**config.mk**
```make
export PLATFORM = sky130hd
export DESIGN_NAME = program_loader_flat
export DESIGN_NICKNAME = d
export VERILOG_FILES = /design/src/rtl/program_loader_pkg.sv /design/src/rtl/program_loader_if.sv /design/src/rtl/program_loader_word_assembler.sv /design/src/rtl/program_loader.sv /design/src/flat_wrapper.sv
export SDC_FILE = /design/constraint.sdc
export NUM_CORES = 1
export LEC_CHECK = 0
export ABC_CLOCK_PERIOD_IN_PS = 2400
export CAP_MARGIN = 40
export CORE_ASPECT_RATIO = 0.8
export CORE_MARGIN = 3
export CORE_UTILIZATION = 45
export CTS_CLUSTER_SIZE = 10
export DETAILED_ROUTE_END_ITERATION = 8
export PLACE_DENSITY = 0.75
export SYNTH_ARGS = -nofsm -noshare
export SYNTH_HDL_FRONTEND = slang
export SYNTH_SLANG_ARGS = --single-unit
```
**constraint.sdc**
```tcl
create_clock -name clock -period 2.4 [get_ports clock]
set_clock_uncertainty 0.2 [all_clocks]
set_input_delay 0.24 -clock clock [delete_from_list [all_inputs] [get_ports clock]]
set_output_delay 0.24 -clock clock [all_outputs]
set_load 0.02 [all_outputs]
```
**src/rtl/program_loader_pkg.sv**
```systemverilog
// program_loader_pkg: loader state encoding, header width and default sizes.
package program_loader_pkg;
    localparam int INSTRUCTION_SIZE = 16;
    localparam int ADDRESS_SIZE = 10;
    localparam int HDR_WIDTH = 16;
    typedef enum logic [2:0] {HDR_HI, HDR_LO, DATA, WRITE, DONE, ERROR} state_t;
endpackage

```
**src/rtl/program_loader_if.sv**
```systemverilog
// program_loader_if: byte stream in, program memory write port and status out.
interface program_loader_if #(
    parameter int INSTR_WIDTH = 16,
    parameter int ADDR_WIDTH = 4
);
    logic                   in_valid;
    logic [7:0]             in_data;
    logic                   in_ready;
    logic                   load_request;
    logic                   pm_write_enable;
    logic [ADDR_WIDTH-1:0]  pm_address;
    logic [INSTR_WIDTH-1:0] pm_data;
    logic                   core_reset;
    logic                   done;
    logic                   error;
    modport master (
        output in_valid, in_data, load_request,
        input  in_ready, pm_write_enable, pm_address, pm_data, core_reset, done, error
    );
    modport slave (
        input  in_valid, in_data, load_request,
        output in_ready, pm_write_enable, pm_address, pm_data, core_reset, done, error
    );
endinterface

```
**src/rtl/program_loader_word_assembler.sv**
```systemverilog
// program_loader_word_assembler: shifts bytes in from the LSB side and flags the last byte of a word.
module program_loader_word_assembler #(
    parameter int BYTES_PER_WORD = 2
) (
    input  logic                        clock,
    input  logic                        reset,
    input  logic                        shift,
    input  logic [7:0]                  byte_in,
    output logic [8*BYTES_PER_WORD-1:0] word_next,
    output logic                        word_complete
);
    localparam int W = 8 * BYTES_PER_WORD;
    localparam int CW = BYTES_PER_WORD > 1 ? $clog2(BYTES_PER_WORD) : 1;
    logic [W-1:0]  sr;
    logic [CW-1:0] cnt;
    // word_next already includes the byte being accepted, so the caller can register it directly
    assign word_next = W'({sr, byte_in});
    assign word_complete = shift && cnt == CW'(BYTES_PER_WORD - 1);
    always_ff @(posedge clock or negedge reset) begin
        if (!reset) begin
            sr  <= '0;
            cnt <= '0;
        end else if (shift) begin
            sr  <= word_next;
            cnt <= word_complete ? '0 : cnt + 1'b1;
        end
    end
endmodule

```
**src/rtl/program_loader.sv**
```systemverilog
// program_loader: fills program memory from a counted byte stream and holds the core in reset until done.
module program_loader
    import program_loader_pkg::*;
#(
    parameter int INSTR_WIDTH = INSTRUCTION_SIZE,
    parameter int ADDR_WIDTH = ADDRESS_SIZE
) (
    input logic             clock,
    input logic             reset,
    program_loader_if.slave bus
);
    localparam int BYTES_PER_WORD = INSTR_WIDTH / 8;
    localparam logic [31:0] DEPTH = 32'd1 << ADDR_WIDTH;
    state_t                 state, next;
    logic [HDR_WIDTH-1:0]   count;
    logic [HDR_WIDTH-1:0]   hdr_full;
    logic [ADDR_WIDTH:0]    idx;
    logic                   xfer, last_word, word_complete;
    logic [INSTR_WIDTH-1:0] word_next;
    assign xfer = bus.in_valid && bus.in_ready;
    assign hdr_full = {count[HDR_WIDTH-1:8], bus.in_data};
    assign last_word = 32'(idx) + 32'd1 == 32'(count);
    program_loader_word_assembler #(.BYTES_PER_WORD(BYTES_PER_WORD)) asm_i (
        .clock(clock),
        .reset(reset),
        .shift(xfer && state == DATA),
        .byte_in(bus.in_data),
        .word_next(word_next),
        .word_complete(word_complete)
    );
    always_ff @(posedge clock or negedge reset) begin
        if (!reset) state <= HDR_HI;
        else state <= next;
    end
    always_comb begin
        next = state;
        case (state)
            HDR_HI: next = xfer ? HDR_LO : HDR_HI;
            HDR_LO: next = !xfer ? HDR_LO : hdr_full == '0 ? DONE : 32'(hdr_full) > DEPTH ? ERROR : DATA;
            DATA:   next = word_complete ? WRITE : DATA;
            WRITE:  next = last_word ? DONE : DATA;
            DONE,
            ERROR:  next = bus.load_request ? HDR_HI : state;
            default: next = HDR_HI;
        endcase
    end
    // in_ready is forced low while reset is held, even though state already reads HDR_HI
    always_comb begin
        bus.in_ready = reset && (state == HDR_HI || state == HDR_LO || state == DATA);
        bus.done = state == DONE;
        bus.error = state == ERROR;
    end
    always_ff @(posedge clock or negedge reset) begin
        if (!reset) begin
            bus.pm_write_enable <= 1'b0;
            bus.pm_address      <= '0;
            bus.pm_data         <= '0;
            bus.core_reset      <= 1'b0;
            idx                 <= '0;
            count               <= '0;
        end else begin
            bus.pm_write_enable <= next == WRITE;
            bus.core_reset      <= next == DONE;
            if (next == WRITE) begin
                bus.pm_address <= idx[ADDR_WIDTH-1:0];
                bus.pm_data    <= word_next;
            end
            if (state == WRITE) idx <= idx + 1'b1;
            else if ((state == DONE || state == ERROR) && bus.load_request) idx <= '0;
            if (state == HDR_HI && xfer) count[HDR_WIDTH-1:8] <= bus.in_data;
            if (state == HDR_LO && xfer) count[7:0] <= bus.in_data;
        end
    end
endmodule
```
**src/flat_wrapper.sv**
```systemverilog
// flat-port wrapper written by rule: the top's interface ports become plain ports
module program_loader_flat import program_loader_pkg::*;
#(
    parameter int INSTR_WIDTH = INSTRUCTION_SIZE,
    parameter int ADDR_WIDTH = ADDRESS_SIZE
)
  (clock, reset, bus_in_valid, bus_in_data, bus_load_request, bus_in_ready, bus_pm_write_enable, bus_pm_address, bus_pm_data, bus_core_reset, bus_done, bus_error);
  program_loader_if #(.INSTR_WIDTH(INSTR_WIDTH), .ADDR_WIDTH(ADDR_WIDTH)) bus_i ();
  input logic clock;
  input logic reset;
  input wire logic [$bits(bus_i.in_valid)-1:0] bus_in_valid;
  input wire logic [$bits(bus_i.in_data)-1:0] bus_in_data;
  input wire logic [$bits(bus_i.load_request)-1:0] bus_load_request;
  output wire logic [$bits(bus_i.in_ready)-1:0] bus_in_ready;
  output wire logic [$bits(bus_i.pm_write_enable)-1:0] bus_pm_write_enable;
  output wire logic [$bits(bus_i.pm_address)-1:0] bus_pm_address;
  output wire logic [$bits(bus_i.pm_data)-1:0] bus_pm_data;
  output wire logic [$bits(bus_i.core_reset)-1:0] bus_core_reset;
  output wire logic [$bits(bus_i.done)-1:0] bus_done;
  output wire logic [$bits(bus_i.error)-1:0] bus_error;
  assign bus_i.in_valid = bus_in_valid;
  assign bus_i.in_data = bus_in_data;
  assign bus_i.load_request = bus_load_request;
  assign bus_in_ready = bus_i.in_ready;
  assign bus_pm_write_enable = bus_i.pm_write_enable;
  assign bus_pm_address = bus_i.pm_address;
  assign bus_pm_data = bus_i.pm_data;
  assign bus_core_reset = bus_i.core_reset;
  assign bus_done = bus_i.done;
  assign bus_error = bus_i.error;
  program_loader #(.INSTR_WIDTH(INSTR_WIDTH), .ADDR_WIDTH(ADDR_WIDTH)) u_core (.clock(clock), .reset(reset), .bus(bus_i));
endmodule
```
==> results.py, run 1 <==
metrics = {
    "outcome": {
        "status": "finished clean",
    },
    "synthesis": {
        "dominantRegCellSynth": "dfrtp_1",
        "syn-cell-area_mm2": 0.00326,
        "synthArstFlopShare": 1.00,
        "ys_warn_count": 0,
        "synth.distinct_cells": 54,
        "synth_seq_cells": 67,
        "synth_top_area_share": 0.515,
        "synth_area_leaders": "dfrtp_1 51%, mux2_2 17%, xnor2_1 3.0%",
        "seq_area_frac_synth": 0.515,
        "yosysMostFrequentCell": "dfrtp_1",
        "yosysTopAreaCell": "dfrtp_1",
        "postSynthAreaPerCell_um2": 12.0,
        "syn_inst": 271,
        "syn_nets": 284,
        "synth_commonest_cells": "67 x dfrtp_1, 50 x mux2_2, 15 x o21ai_0",
        "synth-edff-count": 0,
    },
    "floorplanning": {
        "start_util": 0.468,
        "die_area_mm2": 0.00830,
        "core_area_mm2": 0.00696,
        "row_count": 27,
        "die_w_um": 101,
        "die_y_um": 82.1,
        "io_pins": 43,
    },
    "timing": {
        "hold-worst-slack_ns": 0.0245,
        "setup_viol": 0,
        "maxSlewHeadroom": 0.441,
        "worst_pin_slew_ns": 0.839,
        "setup_tns_ns": 0,
        "fmax_ghz": 0.428,
        "period_needed_ns": 2.34,
        "slew_violations": 0,
        "rsz0062_at_grt": "yes",
        "hold_violations": 0,
        "fin_crit_sh": 0.974,
    },
    "clock_network": {
        "clk_latency_ns": 0.35,
        "cts_tree": "built",
        "cts_buffers": 9,
        "cts_htree_levels": 3,
        "clk_pin_slew_ns": 0.07,
        "cts_sinks": 67,
        "clock_path_buffers": 2,
        "post-cts-setup-buffers": 0,
        "cts-root-buf": "clkbuf_8",
    },
    "layout": {
        "diodes": 0,
        "fin_util": 0.599,
        "fin_nets": 350,
        "area_delta_synth_final_pct": 28.0,
        "fillers": 567,
        "stdcell_area_mm2": 0.00417,
        "multi_input_area_mm2": 0.00147,
        "stdcell_count": 429,
        "seq_area_mm2": 0.00168,
        "drive_above_1_share": 0.330,
    },
    "critical_path": {
        "cp_max_fo": 6,
        "crit_path_cell_trace": "ha_2, and4_4, nand2_1, o32ai_2, o22ai_1, a2111o_1, a31o_1",
        "start_kind": "flip-flop",
        "worstPathArrival_ns": 2.37,
        "cp_slowest_stage_delay_ns": 0.42,
        "worst-setup-path-type": "flip-flop to flip-flop",
        "cp_top_family": "compound AO/OA/AOI/OAI gates",
        "crit_buf_inv": 0,
        "cp.required_ns": 2.44,
        "crit_path_end_kind": "flip-flop",
        "slowest_stage": "a2111o_1",
    },
    "pwr": {
        "power_leakage_uw": 0.00179,
        "vdd_drop_max_v": 0.000730,
        "p_per_area_mw_per_mm2": 1300,
    },
    "grt": {
        "first_global_vias": 2382,
        "antenna_found_initial": 0,
        "grt_usage": 0.193,
        "grt_pass1_wl_um": 12000,
        "globalRouteOverflowTotal": 0,
        "grt_max_degree": 67,
    },
    "detailed_routing": {
        "vias_per_cell": 5.57,
        "routed_wirelength_um": 7470,
        "drcViolationCount": 0,
        "dr_total_vias": 2389,
        "wl_per_cell_um": 17.4,
        "drtIter0Drc": 126,
        "drtPass1Iterations": 4,
        "antenna_left": 0,
    },
    "worst_hold_path": {
        "hold_path.class": "input port to async pin",
    },
    "placement": {
        "place_area_mm2": 0.00389,
        "dp.cells": 412,
        "dp_hpwl_um": 5240,
        "gp_congestion": 0.928,
        "io_buffers": 42,
    },
    "run": {
        "maxCapViolations": 0,
    },
}
[metrics by stage]
step           total power [uW]  worst slack [ns]
3_3_place_gp               4190            -0.172
3_5_place_dp               4270            -0.221
6_report                   5430            0.0626
4_1_cts                    5440           0.00608
5_1_grt                    5780           -0.0644
2_1_floorplan              3350            0.0498
[kinds of logic (layout without fill, tap and decap cells)]
group           after synthesis  count (layout)  share of synthesized area
compound gates               46              46                     0.0929
fa+ha+maj                     1               1                    0.00384
simple gates                 69              69                      0.132
buf+inv                      23              94                     0.0430
mux                          50              50                      0.173
flops                        67              67                      0.515
xor+xnor                     15              15                     0.0403
[sequential cells by signal, summed over array words and instances, names as in the netlist]
signal                      cells
u_core.bus.pm_address          10
u_core.state                    3
u_core.idx                     11
u_core.count                   16
u_core.asm_i.cnt                1
u_core.bus.pm_data             16
u_core.bus.core_reset           1
u_core.asm_i.sr                 8
u_core.bus.pm_write_enable      1
[routing by layer]
| layer | routed length [um] | global-route usage | up-vias | part of all wire |
|---|---|---|---|---|
| met4 | 83 | 0.0465 | 0 | 0.011 |
| met2 | 3330 | 0.293 | 61 | 0.45 |
| met3 | 477 | 0.0697 | 10 | 0.064 |
| met1 | 3580 | 0.266 | 1202 | 0.48 |
| met5 | 0 | 0 | - | 0 |
| li1 | - | - | 1116 | - |
[where the power goes]
part / leakage [uW] / switching [uW] / internal [uW]
Sequential: 0.000858 / 349 / 1590
Combinational: 0.000817 / 1130 / 1220
Clock: 0.000113 / 443 / 692
[worst paths after layout]
path                                   from                          to  slack (ns)  depth (start not counted)
hold / removal                        reset  u_core.bus.pm_write_enable        0.02                          2
hold reg to reg            u_core.asm_i.cnt            u_core.asm_i.cnt        0.30                          1
setup reg to reg              u_core.idx[1]             u_core.state[1]        0.06                          7
min in group clock         u_core.asm_i.cnt            u_core.asm_i.cnt        0.30                          1
max in group asynchronous             reset               u_core.idx[7]        0.92                          3
setup / recovery              u_core.idx[1]             u_core.state[1]        0.06                          7
[cells in the final DEF (no fill, tap or decap), types with 2 or more instances in the layout]
cell / count
xnor2_1: 11
clkinvlp_4: 2
nand4_1: 5
xor2_1: 3
o21ai_0: 15
dfrtp_1: 66
inv_1: 4
nand4b_1: 2
nor2_1: 7
nor3b_1: 2
and3_1: 2
clkbuf_8: 9
or3_1: 3
a31oi_1: 5
mux2_2: 50
buf_4: 31
nor3_1: 3
o31ai_1: 6
and2_1: 4
bufinv_16: 3
nand3_1: 11
nor3_2: 2
clkdlybuf4s50_1: 41
nand2_1: 10
nand2b_1: 2
or4_1: 2
a21oi_1: 7
[timing repair]
action                                  in CTS  in global routing
pin swaps                                    0                  2
gates cloned                                 0                  0
endpoints found under the setup margin       1                  3
gates resized for setup                      1                  7
hold buffers                                 1                  0
endpoints found under the hold margin       29                  0
[final cells by class]
| class | count | area share |
|---|---|---|
| clock buffer | 10 | 0.0306 |
| clock inverter | 6 | 0.0273 |
| inverter | 4 | 0.00360 |
| multi-input combinational | 181 | 0.352 |
| sequential | 67 | 0.402 |
| tap | 87 | 0.0261 |
| timing repair buffer | 74 | 0.158 |
No activity file was read; power rests on OpenSTA's default activity.
==> run 2, diff against run 1 <==
GPL_ROUTABILITY_DRIVEN = 0   (was default)
PLACE_DENSITY = default   (was 0.75)
PLACE_DENSITY_LB_ADDON = 0.3   (was default)
==> results.py, run 2 (synthesis results as in run 1) <==
metrics = {
    "clock_network": {
        "clock_path_buffers": 2,
        "cts_sinks": 67,
        "clk_latency_ns": 0.35,
        "cts-root-buf": "clkbuf_8",
        "cts_buffers": 9,
        "cts_htree_levels": 3,
        "cts_tree": "built",
        "clk_pin_slew_ns": 0.07,
    },
    "grt": {
        "globalRouteOverflowTotal": 0,
        "grt_pass1_wl_um": 12400,
        "first_global_vias": 2443,
        "grt_usage": 0.197,
        "grt_max_degree": 59,
        "antenna_found_initial": 0,
    },
    "detailed_routing": {
        "routed_wirelength_um": 7450,
        "drtIter0Drc": 141,
        "antenna_left": 0,
        "dr_total_vias": 2435,
        "wl_per_cell_um": 17.2,
        "drcViolationCount": 0,
        "vias_per_cell": 5.61,
        "drtPass1Iterations": 4,
    },
    "layout": {
        "area_delta_synth_final_pct": 28.3,
        "drive_above_1_share": 0.337,
        "stdcell_area_mm2": 0.00418,
        "fin_nets": 355,
        "diodes": 0,
        "final_common_cell": "dfrtp_1",
        "top_regs": "u_core.bus.pm_data: 16 flops, u_core.count: 16 flops, u_core.idx: 11 flops",
        "layout_common_cells": "66 x dfrtp_1, 50 x mux2_2, 41 x clkdlybuf4s50_1, 36 x buf_4, 15 x o21ai_0",
    },
    "timing": {
        "period_needed_ns": 2.38,
        "maxSlewHeadroom": 0.517,
        "worst_pin_slew_ns": 0.724,
        "setup_ws_ns": 0.0193,
        "rsz0062_at_grt": "yes",
        "slew_violations": 0,
        "hold_violations": 0,
        "fin_crit_sh": 0.992,
        "setup_viol": 0,
        "fmax_ghz": 0.420,
    },
    "critical_path": {
        "crit_path_cell_trace": "ha_2, nand4_1, nor2_2, xnor2_1, or3_1, a2111o_1, a31o_1",
        "crit_buf_inv": 0,
        "cp_top_family": "compound AO/OA/AOI/OAI gates",
        "crit_end": "u_core.state[1]",
        "crit_path_end_kind": "flip-flop",
        "cp_max_fo": 5,
        "r2r_start": "u_core.idx[0]",
        "worst-setup-path-type": "flip-flop to flip-flop",
        "cp_slowest_stage_delay_ns": 0.43,
        "r2r_slack_ns": 0.02,
        "startpoint": "u_core.idx[0]",
        "start_kind": "flip-flop",
        "reg2regPathDepth": 7,
        "path_depth": 7,
        "r2r_end": "u_core.state[1]",
        "slowest_stage": "a2111o_1",
        "worstPathArrival_ns": 2.41,
        "cp.required_ns": 2.43,
    },
    "floorplanning": {
        "die_y_um": 82.1,
        "start_util": 0.468,
        "io_pins": 43,
        "row_count": 27,
        "die_w_um": 101,
        "die_area_mm2": 0.00830,
        "core_area_mm2": 0.00696,
    },
    "placement": {
        "dp_hpwl_um": 5340,
        "io_buffers": 42,
        "place_area_mm2": 0.00392,
        "dp_slack_ns": -0.173,
    },
    "outcome": {
        "status": "finished clean",
    },
    "pwr": {
        "power_uw": 5310,
        "power_leakage_uw": 0.00180,
        "vdd_drop_max_v": 0.000641,
        "p_per_area_mw_per_mm2": 1270,
    },
    "worst_hold_path": {
        "hold_path.class": "input port to async pin",
    },
    "run": {
        "maxCapViolations": 0,
    },
}
## run 2: what timing repair did
item | CTS | global route
hold endpoints to repair | 9 | 0
buffers inserted | 0 | 1
hold buffers | 1 | 0
pin swaps | 1 | 1
endpoints found under the setup margin | 1 | 3
gates resized for setup | 1 | 5
## run 2: worst min-delay path by stage
| stage | start | to | slack [ns] | depth (start not counted) |
|---|---|---|---|---|
| 2_1_floorplan | reset | u_core.asm_i.cnt | -0.26 | 0 |
| 3_3_place_gp | reset | u_core.state[1] | -0.06 | 1 |
| 3_5_place_dp | reset | u_core.state[1] | -0.06 | 1 |
| 4_1_cts | reset | u_core.bus.core_reset | 0.10 | 2 |
| 5_1_grt | reset | u_core.bus.core_reset | 0.11 | 2 |
| 6_report | reset | u_core.bus.core_reset | 0.1 | 2 |
## run 2: power by group
| group | switching, uW | total [uW] | leakage [uW] | internal [uW] |
|---|---|---|---|---|
| Sequential | 355 | 1940 | 0.000858 | 1590 |
| Clock | 452 | 1040 | 0.000106 | 587 |
| Combinational | 1100 | 2330 | 0.000840 | 1230 |
## run 2: layout make-up
class	instances	area, um^2
Clock inverter	6	90.1
Sequential cell	67	1680
Fill cell	557	2780
Multi-Input combinational cell	181	1460
Clock buffer	10	128
Timing Repair Buffer	79	696
Tap cell	87	109
Inverter	4	15.0
## run 2: per-stage QoR
stage	hold WS, ns	utilization	cells	setup TNS [ns]
finish	0.0990	0.601	434	0
detailed placement	-0.0605	0.563	416	-0.407
global placement	-0.0625	0.563	416	-0.217
CTS	0.103	0.596	433	0
floorplan	-0.256	-	271	0
global route	0.107	0.601	434	-0.0702
## run 2: layer usage
metal / global-route usage / vias to the layer above / wire length, um
met5: 0 / - / 0
met4: 0.0491 / 0 / 65
met3: 0.0680 / 8 / 436
met2: 0.288 / 64 / 3300
met1: 0.281 / 1231 / 3650
li1: - / 1132 / -
## run 2: worst reg2reg max path, delay by kind of cell, from the launching register on
family | cells | cell delay, ns
AO/OA/AOI/OAI | 2 | 0.68
flip-flops | 1 | 0.42
XOR/XNOR | 1 | 0.09
AND/OR/NAND/NOR | 3 | 0.67
adder cells (fa/ha/maj) | 1 | 0.21
==> run 3, diff against run 2 <==
SYNTH_HIERARCHICAL = 1   (was default)
==> results.py, run 3 <==
metrics = {
    "outcome": {
        "status": "finished clean",
    },
    "grt": {
        "antenna_found_initial": 0,
        "grt_max_degree": 68,
        "globalRouteOverflowTotal": 0,
        "first_global_vias": 2286,
        "grt_pass1_wl_um": 11200,
        "grt_usage": 0.176,
    },
    "timing": {
        "fmax_ghz": 0.436,
        "rsz0062_at_grt": "no",
        "setup_viol": 0,
        "worst_pin_slew_ns": 0.826,
        "hold_violations": 0,
        "maxSlewHeadroom": 0.449,
        "slew_violations": 0,
        "fin_crit_sh": 0.956,
        "period_needed_ns": 2.30,
    },
    "layout": {
        "fin_util": 0.586,
        "fillers": 601,
        "drive_above_1_share": 0.330,
        "area_delta_synth_final_pct": 25.0,
        "layout_common_cells": "67 x dfrtp_1, 41 x clkdlybuf4s50_1, 41 x mux2_2, 26 x buf_4",
        "top_regs": "u_core/bus.pm_data: 16 flops, u_core/count: 16 flops, u_core/idx: 11 flops",
        "final_common_cell": "dfrtp_1",
        "stdcell_count": 417,
        "diodes": 0,
        "fin_nets": 338,
    },
    "pwr": {
        "p_per_area_mw_per_mm2": 960,
        "switchingPower_uw": 1310,
        "p_seq_frac": 0.444,
        "swShare": 0.333,
        "power_leakage_uw": 0.00183,
        "combPwrFrac": 0.324,
        "pwr-share-clk": 0.232,
        "p_int_uw": 2610,
        "vdd_drop_max_v": 0.000424,
    },
    "synthesis": {
        "yosysTopAreaCell": "dfrtp_1",
        "synthArstFlopShare": 1.00,
        "syn-cell-area_mm2": 0.00326,
        "yosysMostFrequentCell": "dfrtp_1",
        "syn_inst": 265,
        "dominantRegCellSynth": "dfrtp_1",
        "synth_area_leaders": "dfrtp_1 51%, mux2_2 14%, mux2_4 3.7%",
        "postSynthAreaPerCell_um2": 12.3,
        "ys_warn_count": 6,
        "synth_commonest_cells": "67 x dfrtp_1, 41 x mux2_2, 16 x nand2_1, 16 x o21ai_0, 12 x nor2_1",
        "synth_top_area_share": 0.514,
        "synth_seq_cells": 67,
        "seq_area_frac_synth": 0.514,
        "synth.distinct_cells": 51,
        "synth-edff-count": 0,
        "syn_nets": 278,
    },
    "floorplanning": {
        "core_area_mm2": 0.00696,
        "io_pins": 43,
        "die_y_um": 82.2,
        "die_area_mm2": 0.00832,
        "row_count": 27,
        "die_w_um": 101,
        "start_util": 0.469,
    },
    "worst_hold_path": {
        "hold_path.class": "flip-flop to flip-flop",
        "hold_path_depth": 1,
        "hold_start": "u_core/asm_i/cnt",
        "hold_end": "u_core/asm_i/cnt",
    },
    "detailed_routing": {
        "drtIter0Drc": 148,
        "wl_per_cell_um": 16.1,
        "vias_per_cell": 5.37,
        "drcViolationCount": 0,
        "routed_wirelength_um": 6700,
        "antenna_left": 0,
        "drtPass1Iterations": 4,
        "dr_total_vias": 2240,
    },
    "run": {
        "maxCapViolations": 0,
    },
    "clock_network": {
        "clk_pin_slew_ns": 0.07,
        "cts_buffers": 9,
        "clock_path_buffers": 2,
        "cts_sinks": 67,
        "cts-root-buf": "clkbuf_8",
        "post-cts-setup-buffers": 0,
        "clk_latency_ns": 0.34,
        "cts_tree": "built",
        "cts_htree_levels": 3,
    },
    "critical_path": {
        "crit_path_end_kind": "flip-flop",
        "cp_max_fo": 3,
        "slowest_stage": "or4_1",
        "cp_slowest_stage_delay_ns": 0.65,
        "r2r_start": "u_core/count[14]",
        "crit_buf_inv": 0,
        "cp.required_ns": 2.47,
        "r2r_slack_ns": 0.10,
        "worst-setup-path-type": "flip-flop to flip-flop",
        "reg2regPathDepth": 6,
        "crit_path_cell_trace": "or4_1, nor4_4, a221oi_1, or3_4, nand2b_4, a21oi_2",
        "worstPathArrival_ns": 2.37,
        "start_kind": "flip-flop",
        "r2r_end": "u_core/bus.core_reset",
        "cp_top_family": "simple AND/OR/NAND/NOR gates",
    },
    "placement": {
        "io_buffers": 42,
        "dp.cells": 400,
        "dp_hpwl_um": 4830,
    },
}
-- run 3: how the worst max path moves through the flow --
| stage | to | slack [ns] | startpoint | cells after the start |
|---|---|---|---|---|
| 2_1_floorplan | u_core/bus.pm_address[5] | 0.1 | u_core/state[2] | 8 |
| 3_3_place_gp | u_core/bus.core_reset | -0.14 | bus_in_data[7] | 7 |
| 3_5_place_dp | u_core/bus.core_reset | -0.17 | bus_in_data[7] | 7 |
| 4_1_cts | u_core/bus.core_reset | 0.08 | u_core/count[14] | 6 |
| 5_1_grt | bus_done | 0.0008 | u_core/state[2] | 4 |
| 6_report | u_core/bus.core_reset | 0.10 | u_core/count[14] | 6 |
-- run 3: timing repair --
action | 4_1_cts | 5_1_grt
endpoints found under the setup margin | 0 | 2
gates resized for setup | 0 | 1
hold buffers | 1 | 0
hold endpoints to repair | 67 | 0
-- run 3: kinds of logic (layout without fill, tap and decap cells) --
logic type / count (synthesis) / count (layout) / share of synthesized area
DFF: 67 / 67 / 0.514
and+or+nand+nor: 63 / 63 / 0.113
adders and majority gates: 1 / 1 / 0.00383
xor gates and xnor gates: 16 / 16 / 0.0429
muxes: 51 / 51 / 0.184
buffers and inverters: 27 / 92 / 0.0563
AOI/OAI and AO/OA: 40 / 40 / 0.0862
-- run 3: per-layer routing --
| metal | GRT usage | part of all wire | up-vias |
|---|---|---|---|
| li1 | - | - | 1062 |
| met1 | 0.250 | 0.49 | 1116 |
| met2 | 0.266 | 0.45 | 56 |
| met3 | 0.0504 | 0.053 | 6 |
| met4 | 0.0452 | 0.0076 | 0 |
| met5 | 0 | 0 | - |
-- run 3: power groups by stage --
stage | clock network, uW | logic [uW] | registers (uW)
after global placement | 0 | 1220 | 1740
after CTS | 935 | 1270 | 1740
after floorplan | 0 | 958 | 1660
after detailed placement | 0 | 1260 | 1760
after global routing | 979 | 1410 | 1800
final | 910 | 1270 | 1740
-- run 3: final cells by class --
cell class	count	area (um^2)	share of cell area
Sequential cell	67	1680	0.411
Inverter	5	18.8	0.00460
Multi-Input combinational cell	171	1420	0.347
Tap cell	87	109	0.0267
Clock inverter	3	20.0	0.00491
Timing Repair Buffer	71	661	0.162
Clock buffer	13	179	0.0439
-- run 3: per-stage QoR --
step	hold slack [ns]	TNS, ns	power [uW]	cell area [um^2]	worst slack [ns]
after floorplan	-0.256	0	2620	3260	0.0977
final	0.260	0	3920	4080	0.105
after detailed placement	0.248	-0.242	3020	3860	-0.170
after CTS	0.262	0	3940	4070	0.0804
after global routing	0.292	0	4180	4080	0.000839
after global placement	0.250	-0.195	2970	3860	-0.142
